### src/rtl/oe_contention_mon.sv
// Contention monitor for the virtual-tester bus interface.
// Each pin is checked for a tester-driver versus DUT-driver collision, either
// through the DUT output enable or through an X on the resolved pin value.
// A qualifying condition must persist for FILT_CYCLES consecutive cycles before
// it is declared, and each unbroken episode raises exactly one event. Sticky
// status, saturating event counters and the first offender are kept until
// cleared through the clr_req/clr_mask handshake.
module oe_contention_mon #(
    parameter int NUM_CH      = 2,
    parameter int FILT_CYCLES = 2,
    parameter int CNT_W       = 8,
    parameter int CH_W        = 5
) (
    input  logic                      clk,
    input  logic                      rst_n,
    input  logic                      enable,
    input  logic                      mode,
    input  logic [NUM_CH-1:0]         tst_drive,
    input  logic [NUM_CH-1:0]         tst_known,
    input  logic [NUM_CH-1:0]         dut_oe,
    input  logic [NUM_CH-1:0]         bus_x,
    input  logic                      clr_req,
    input  logic [NUM_CH-1:0]         clr_mask,
    output logic                      clr_ack,
    output logic                      evt_vld,
    output logic [NUM_CH-1:0]         evt_mask,
    output logic [CH_W-1:0]           evt_ch,
    output logic [NUM_CH-1:0]         sticky,
    output logic                      first_vld,
    output logic [CH_W-1:0]           first_ch,
    output logic [NUM_CH*CNT_W-1:0]   evt_cnt,
    output logic                      irq
);

    localparam logic [3:0] FILT = 4'(FILT_CYCLES);

    // Lowest set bit of a channel vector, 0 when the vector is empty.
    function automatic logic [CH_W-1:0] lowest(input logic [NUM_CH-1:0] v);
        lowest = '0;
        for (int i = NUM_CH - 1; i >= 0; i--) begin
            if (v[i]) lowest = CH_W'(i);
        end
    endfunction

    logic [NUM_CH-1:0] q;
    logic [3:0]        fc_q [NUM_CH];
    logic [3:0]        fc_d [NUM_CH];
    logic [NUM_CH-1:0] ep_q;
    logic [NUM_CH-1:0] ep_d;
    logic [NUM_CH-1:0] decl;

    logic [CNT_W-1:0]  cnt_q [NUM_CH];
    logic [CNT_W-1:0]  cnt_d [NUM_CH];
    logic [NUM_CH-1:0] clr_vec;
    logic [NUM_CH-1:0] sticky_d;
    logic              first_hit;
    logic              first_vld_d;
    logic [CH_W-1:0]   first_ch_d;

    // Raw qualifier, consecutive-cycle filter and one-shot-per-episode declaration.
    always_comb begin
        q = {NUM_CH{enable}} & tst_drive & tst_known & (mode ? bus_x : dut_oe);
        for (int i = 0; i < NUM_CH; i++) begin
            // NOTE: every combinational output gets a default before any branch, otherwise a
            // path that skips the assignment would infer a latch.
            fc_d[i] = 4'd0;
            ep_d[i] = 1'b0;
            decl[i] = 1'b0;
            if (q[i]) begin
                fc_d[i] = (fc_q[i] >= FILT) ? FILT : fc_q[i] + 4'd1;
                decl[i] = (fc_d[i] == FILT) && !ep_q[i];
                ep_d[i] = ep_q[i] | decl[i];
            end
        end
    end

    // Filter counters and episode flags.
    always_ff @(posedge clk or negedge rst_n) begin
        if (!rst_n) begin
            for (int i = 0; i < NUM_CH; i++) fc_q[i] <= 4'd0;
            ep_q <= '0;
        end else begin
            // NOTE: state registers use non-blocking assignments so every register samples
            // the pre-edge values, independent of statement order.
            for (int i = 0; i < NUM_CH; i++) fc_q[i] <= fc_d[i];
            ep_q <= ep_d;
        end
    end

    // Status next-state: the clear is applied first so a same-cycle declaration wins.
    always_comb begin
        clr_vec  = clr_req ? clr_mask : '0;
        sticky_d = (sticky & ~clr_vec) | decl;
        for (int i = 0; i < NUM_CH; i++) begin
            cnt_d[i] = cnt_q[i];
            if (clr_vec[i]) cnt_d[i] = '0;
            if (decl[i] && !(&cnt_d[i])) cnt_d[i] = cnt_d[i] + CNT_W'(1);
        end

        first_hit = 1'b0;
        for (int i = 0; i < NUM_CH; i++) begin
            if (first_ch == CH_W'(i) && clr_vec[i]) first_hit = 1'b1;
        end

        first_vld_d = first_vld;
        first_ch_d  = first_ch;
        if (first_vld && first_hit) begin
            first_vld_d = 1'b0;
            first_ch_d  = '0;
        end
        if (!first_vld_d && (|decl)) begin
            first_vld_d = 1'b1;
            first_ch_d  = lowest(decl);
        end
    end

    // Event pulse, clear acknowledge, sticky status, counters and first offender.
    always_ff @(posedge clk or negedge rst_n) begin
        if (!rst_n) begin
            evt_vld   <= 1'b0;
            evt_mask  <= '0;
            evt_ch    <= '0;
            clr_ack   <= 1'b0;
            sticky    <= '0;
            irq       <= 1'b0;
            first_vld <= 1'b0;
            first_ch  <= '0;
            // NOTE: the counter array sits in flops, not RAM, so it can and must be reset
            // together with the rest of the status.
            for (int i = 0; i < NUM_CH; i++) cnt_q[i] <= '0;
        end else begin
            evt_vld   <= |decl;
            evt_mask  <= decl;
            evt_ch    <= lowest(decl);
            clr_ack   <= clr_req;
            sticky    <= sticky_d;
            irq       <= |sticky_d;
            first_vld <= first_vld_d;
            first_ch  <= first_ch_d;
            for (int i = 0; i < NUM_CH; i++) cnt_q[i] <= cnt_d[i];
        end
    end

    // Flatten the per-channel counters onto the output bus.
    always_comb begin
        evt_cnt = '0;
        for (int i = 0; i < NUM_CH; i++) evt_cnt[i*CNT_W +: CNT_W] = cnt_q[i];
    end

endmodule

### config.mk
export PLATFORM = sky130hd
export DESIGN_NAME = oe_contention_mon
export DESIGN_NICKNAME = d
export VERILOG_FILES = /design/src/rtl/oe_contention_mon.sv
export SDC_FILE = /design/constraint.sdc
export NUM_CORES = 1
export LEC_CHECK = 0
export CAP_MARGIN = 10
export CORE_ASPECT_RATIO = 1.75
export CORE_MARGIN = 1.5
export CORE_UTILIZATION = 49
export CTS_BUF_LIST = sky130_fd_sc_hd__clkbuf_4 sky130_fd_sc_hd__clkbuf_8
export CTS_CLUSTER_DIAMETER = 50
export DETAILED_ROUTE_END_ITERATION = 10
export GPL_TIMING_DRIVEN = 0
export PLACE_DENSITY = 0.81
export SLEW_MARGIN = 15
export SYNTH_ARGS = -nofsm -noshare
export SYNTH_HDL_FRONTEND = slang
export SYNTH_SLANG_ARGS = --single-unit
export TNS_END_PERCENT = 10
### constraint.sdc
create_clock -name clk -period 2.85 [get_ports clk]
set_clock_uncertainty 0.05 [all_clocks]
set_input_delay 0.57 -clock clk [delete_from_list [all_inputs] [get_ports clk]]
set_output_delay 0.57 -clock clk [all_outputs]
set_load 0.01 [all_outputs]
=== Word-level counts from Yosys, hierarchy flattened ===
Index checks and enable logic that the tools add are counted.

* Register bits: 44
* Input bits: 15
* Logic and storage cells: 71
* Output and inout bits: 34

* Muxes and demuxes: 22
* Add/sub/neg operators: 4
* Reduce and logical (&&, ||, !) cells: 19
* Bitwise logic cells: 8
* Equal/unequal tests: 3
* $lt $le $gt $ge: 2

{| class="wikitable"
|+ Operators by type and width
! cell !! number
|-
| 8-bit two-way mux || 4
|-
| 8-bit by 1-bit adder with 8-bit output, second input constant || 2
|-
| 4-bit two-way mux || 4
|-
| 8-bit AND reduction || 2
|-
| 5-bit two-way mux || 3
|-
| 1-bit two-way mux || 9
|-
| 4-bit by 1-bit adder with 4-bit output, second input constant || 2
|-
| 2-bit bitwise AND || 4
|-
| 4-bit by 2-bit equality test with 1-bit output, second input constant || 2
|-
| 4-bit by 2-bit greater-or-equal comparator with 1-bit output, second input constant || 2
|-
| 1-bit logical AND || 8
|-
| 5-bit by 1-bit equality test with 1-bit output, second input constant || 1
|-
| 1-bit logical NOT || 5
|-
| 5-bit logical NOT || 1
|-
| 2-bit two-way mux || 2
|-
| 2-bit OR reduction || 2
|-
| 2-bit inverter || 1
|-
| 1-bit OR || 2
|-
| 2-bit OR || 1
|-
| 2-bit nonzero test || 1
|}

=== Depth between registers and ports, before layout ===
* Depth after elaboration: 9
* Depth in mapped cells: 9
* Mapped depth without buffers: 8

=== Worst setup path before layout ===
OpenSTA, ideal clock, no wires.

* Path type: input to register
* Start: in clr_req
* End: reg cnt_q (netlist bit evt_cnt[9])
* Data arrival time: 2.120 ns
* Setup time: 0.125 ns
* Slack: 0.555 ns
* Buffers on the path: 1
* Cell stages on the path: 8
* Cell sequence: clkbuf_1 -> nand2_1 -> and2_1 -> ha_1 -> a21boi_0 -> nand4b_1 -> nand2_4 -> mux2_2

{| class="wikitable"
|+ RTL lines
! item !! RTL line !! RTL
|-
| start, declared || 22 || <nowiki>input logic clr_req,</nowiki>
|-
| end, declared || 52 || <nowiki>logic [CNT_W-1:0] cnt_q [NUM_CH];</nowiki>
|}

==> flow_metrics.env <==
export IMPL_slew_viol_final=0
export IMPL_syn_to_final_growth_pct=32.6
export IMPL_drt_wirelength_per_cell_um=14.3
export IMPL_portBuffers=40
export IMPL_holdCritPathClass="in2async"
export IMPL_die_h_um=82.9
export IMPL_synth_seq_cells=36
export IMPL_die_w_um=48.6
export IMPL_cts_resized_gates=0
export IMPL_cp_startpoint="clr_mask[0]"
export IMPL_initial_core_util=0.520
export IMPL_via_count=1398
export IMPL_synth_warnings=0
export IMPL_tns_ns=0
export IMPL_regToRegStartpoint="fc_q[0]"
export IMPL_worstPathRequired_ns=2.98
export IMPL_grt_pass1_vias=1523
export IMPL_die_area_mm2=0.00403
export IMPL_r2r_slack_ns=0.64
export IMPL_gr_total_overflow=0
export IMPL_syn_area_per_cell_um2=10.9
export IMPL_ant_nets=0
export IMPL_cts_max_path_buffers=2
export IMPL_totalWireLength_mm=3.80
export IMPL_crit_fanout=8
export IMPL_yosys_top_cells_count="dfrtp_1, and2_1, buf_4, nand3_1"
export IMPL_tightest_slew_ns=0.777
export IMPL_via_per_inst=5.28
export IMPL_min_period_over_period=0.922
export IMPL_post_cts_buffers=0
export IMPL_coreArea_mm2=0.00343
export IMPL_max_freq_mhz=380
export IMPL_antenna_found_initial=0
export IMPL_max_cap_violations=0
export IMPL_rsz0062_at_grt="false"
export IMPL_cts_hold_buf=0
export IMPL_grt_start_max_net_pins=37
export IMPL_end_kind="flop"
export IMPL_grt_use_total=0.209
export IMPL_yosys_area_top_type="dfrtp_1"
export IMPL_cts_htree_levels=2
export IMPL_syn_area_mm2=0.00179
export IMPL_pwr_density_cell_mw_per_mm2=449
export IMPL_rows=28
export IMPL_outcome="complete, no violations"
export IMPL_clock_sinks=36
export IMPL_p_leak_uw=0.00113
export IMPL_async_flop_share=1.00
export IMPL_relSlewSlack=0.482
export IMPL_synth_edff_count=0
export IMPL_setup_viol=0
export IMPL_fillers=296
export IMPL_antenna_cells=0
export IMPL_drt_pass1_iter_count=4
export IMPL_design_power_total_uw=1060
export IMPL_dp_hpwl_mm=2.92
export IMPL_crit_type="in2reg"
export IMPL_io_pins=49
export IMPL_arrival_ns=2.75
export IMPL_hold_violations=0
export IMPL_synth_ff_type="dfrtp_1"
export IMPL_start_kind="input port"
export IMPL_synth_top_area_frac=0.504
export IMPL_cts_tree="built"
export IMPL_numCtsBuffers=5
export IMPL_synth_distinct_cells=38
export IMPL_gp_congestion=0.812
export IMPL_final_layout_size_suffix_gt1_frac=0.136
export IMPL_yosysMostFrequentCell="dfrtp_1"
export IMPL_root_buffer="clkbuf_8"
export IMPL_drtIter0Drc=16
export IMPL_insertion_delay_ns=0.28
export IMPL_post_route_drc_count=0
export IMPL_synth_seq_area_share=0.504
export IMPL_grt_pass1_wl_mm=6.56
export IMPL_yosys_top_cells_area="dfrtp_1, ha_1, xor2_1, buf_4, and2_1"
export IMPL_fin_nets=240
export IMPL_syn_inst=164
export IMPL_ir_worst_vdd_mv=0.394
export IMPL_min_period_ns=2.63
export IMPL_clk_pin_slew_worst_paths_ns=0.07
[final timing paths]
path                          endpoint  cells after the start
setup / recovery            evt_cnt[1]                      8
hold / removal              evt_cnt[8]                      1
setup reg to reg           evt_cnt[14]                      8
hold reg to reg                ep_q[0]                      1
max in group asynchronous      fc_q[4]                      1
min in group clk               ep_q[0]                      1
[routing by layer]
| metal | global-route usage | vias to the layer above | share of wire |
|---|---|---|---|
| met5 | 0 | - | 0 |
| met3 | 0.0647 | 5 | 0.047 |
| li1 | - | 663 | - |
| met1 | 0.200 | 686 | 0.35 |
| met2 | 0.384 | 44 | 0.58 |
| met4 | 0.112 | 0 | 0.018 |
[per-stage QoR]
stage | area (µm²) | setup WS [ns] | utilization | instances | hold slack [ns]
4_1_cts | 2360 | 0.0325 | 0.688 | 265 | 0.326
5_1_grt | 2370 | 0.112 | 0.690 | 265 | 0.378
2_1_floorplan | 1820 | 0.555 | - | 173 | 0.224
3_3_place_gp | 2280 | -0.233 | 0.663 | 258 | 0.417
3_5_place_dp | 2270 | -0.303 | 0.662 | 258 | 0.428
6_report | 2370 | 0.221 | 0.690 | 265 | 0.309
[critical path, cell delays in order]
cell and delay, ns:
clkdlybuf4s50_1 0.52, nand2_2 0.21, and2_1 0.19, ha_1 0.24, a21boi_0 0.24, nand4_1 0.22, nand2_1 0.21, mux2_2 0.35
[report_power, final]
part	internal, µW	switching, µW	leakage [µW]
combinational	78.8	67.3	0.000587
clock	193	174	0.0000510
sequential	532	20.2	0.000491
total	803	261	0.00113
[sequential cells by signal, summed over array words and instances (netlist names)]
name,count
clr_ack,1
sticky,2
ep_q,2
irq,1
evt_cnt,16
evt_vld,1
first_ch,1
evt_ch,1
first_vld,1
fc_q,8
evt_mask,2
[final cells by class]
cell class              instances  area [µm²]  share of cell area
inverters                       8        30.0              0.0127
repair buffers                 40         398               0.168
flip-flops and latches         36         901               0.380
clock buffers                   6        82.6              0.0349
well taps                      45        56.3              0.0238
multi-input cells             118         812               0.343
plain buffers                  10        78.8              0.0333
clock inverters                 2        10.0             0.00423
[layout by cell type, fill, tap and decap left out, types with 3 or more instances in the layout]
cell type	n
a21o_1	3
nand2_1	6
and2_1	10
inv_1	8
ha_1	6
nand4_1	5
xor2_1	8
dfrtp_1	36
a21oi_1	6
clkdlybuf4s50_1	38
nand4b_1	4
nor3_1	4
xnor2_1	4
a21boi_0	4
and3_1	7
buf_4	9
clkbuf_8	6
conb_1	10
nand3_1	9
nor2_1	7
[logic make-up (layout without fill, tap and decap cells)]
family,after synthesis,count (layout),share of synthesized area
other,1,10,0.00210
adder cells (fa/ha/maj),6,6,0.0420
buffers and inverters,19,66,0.0630
flip-flops,36,36,0.504
AO/OA/AOI/OAI,23,23,0.0945
AND/OR/NAND/NOR,63,63,0.211
multiplexers,4,4,0.0238
XOR/XNOR,12,12,0.0588
Note: power is estimated with default switching activity, not from simulation.
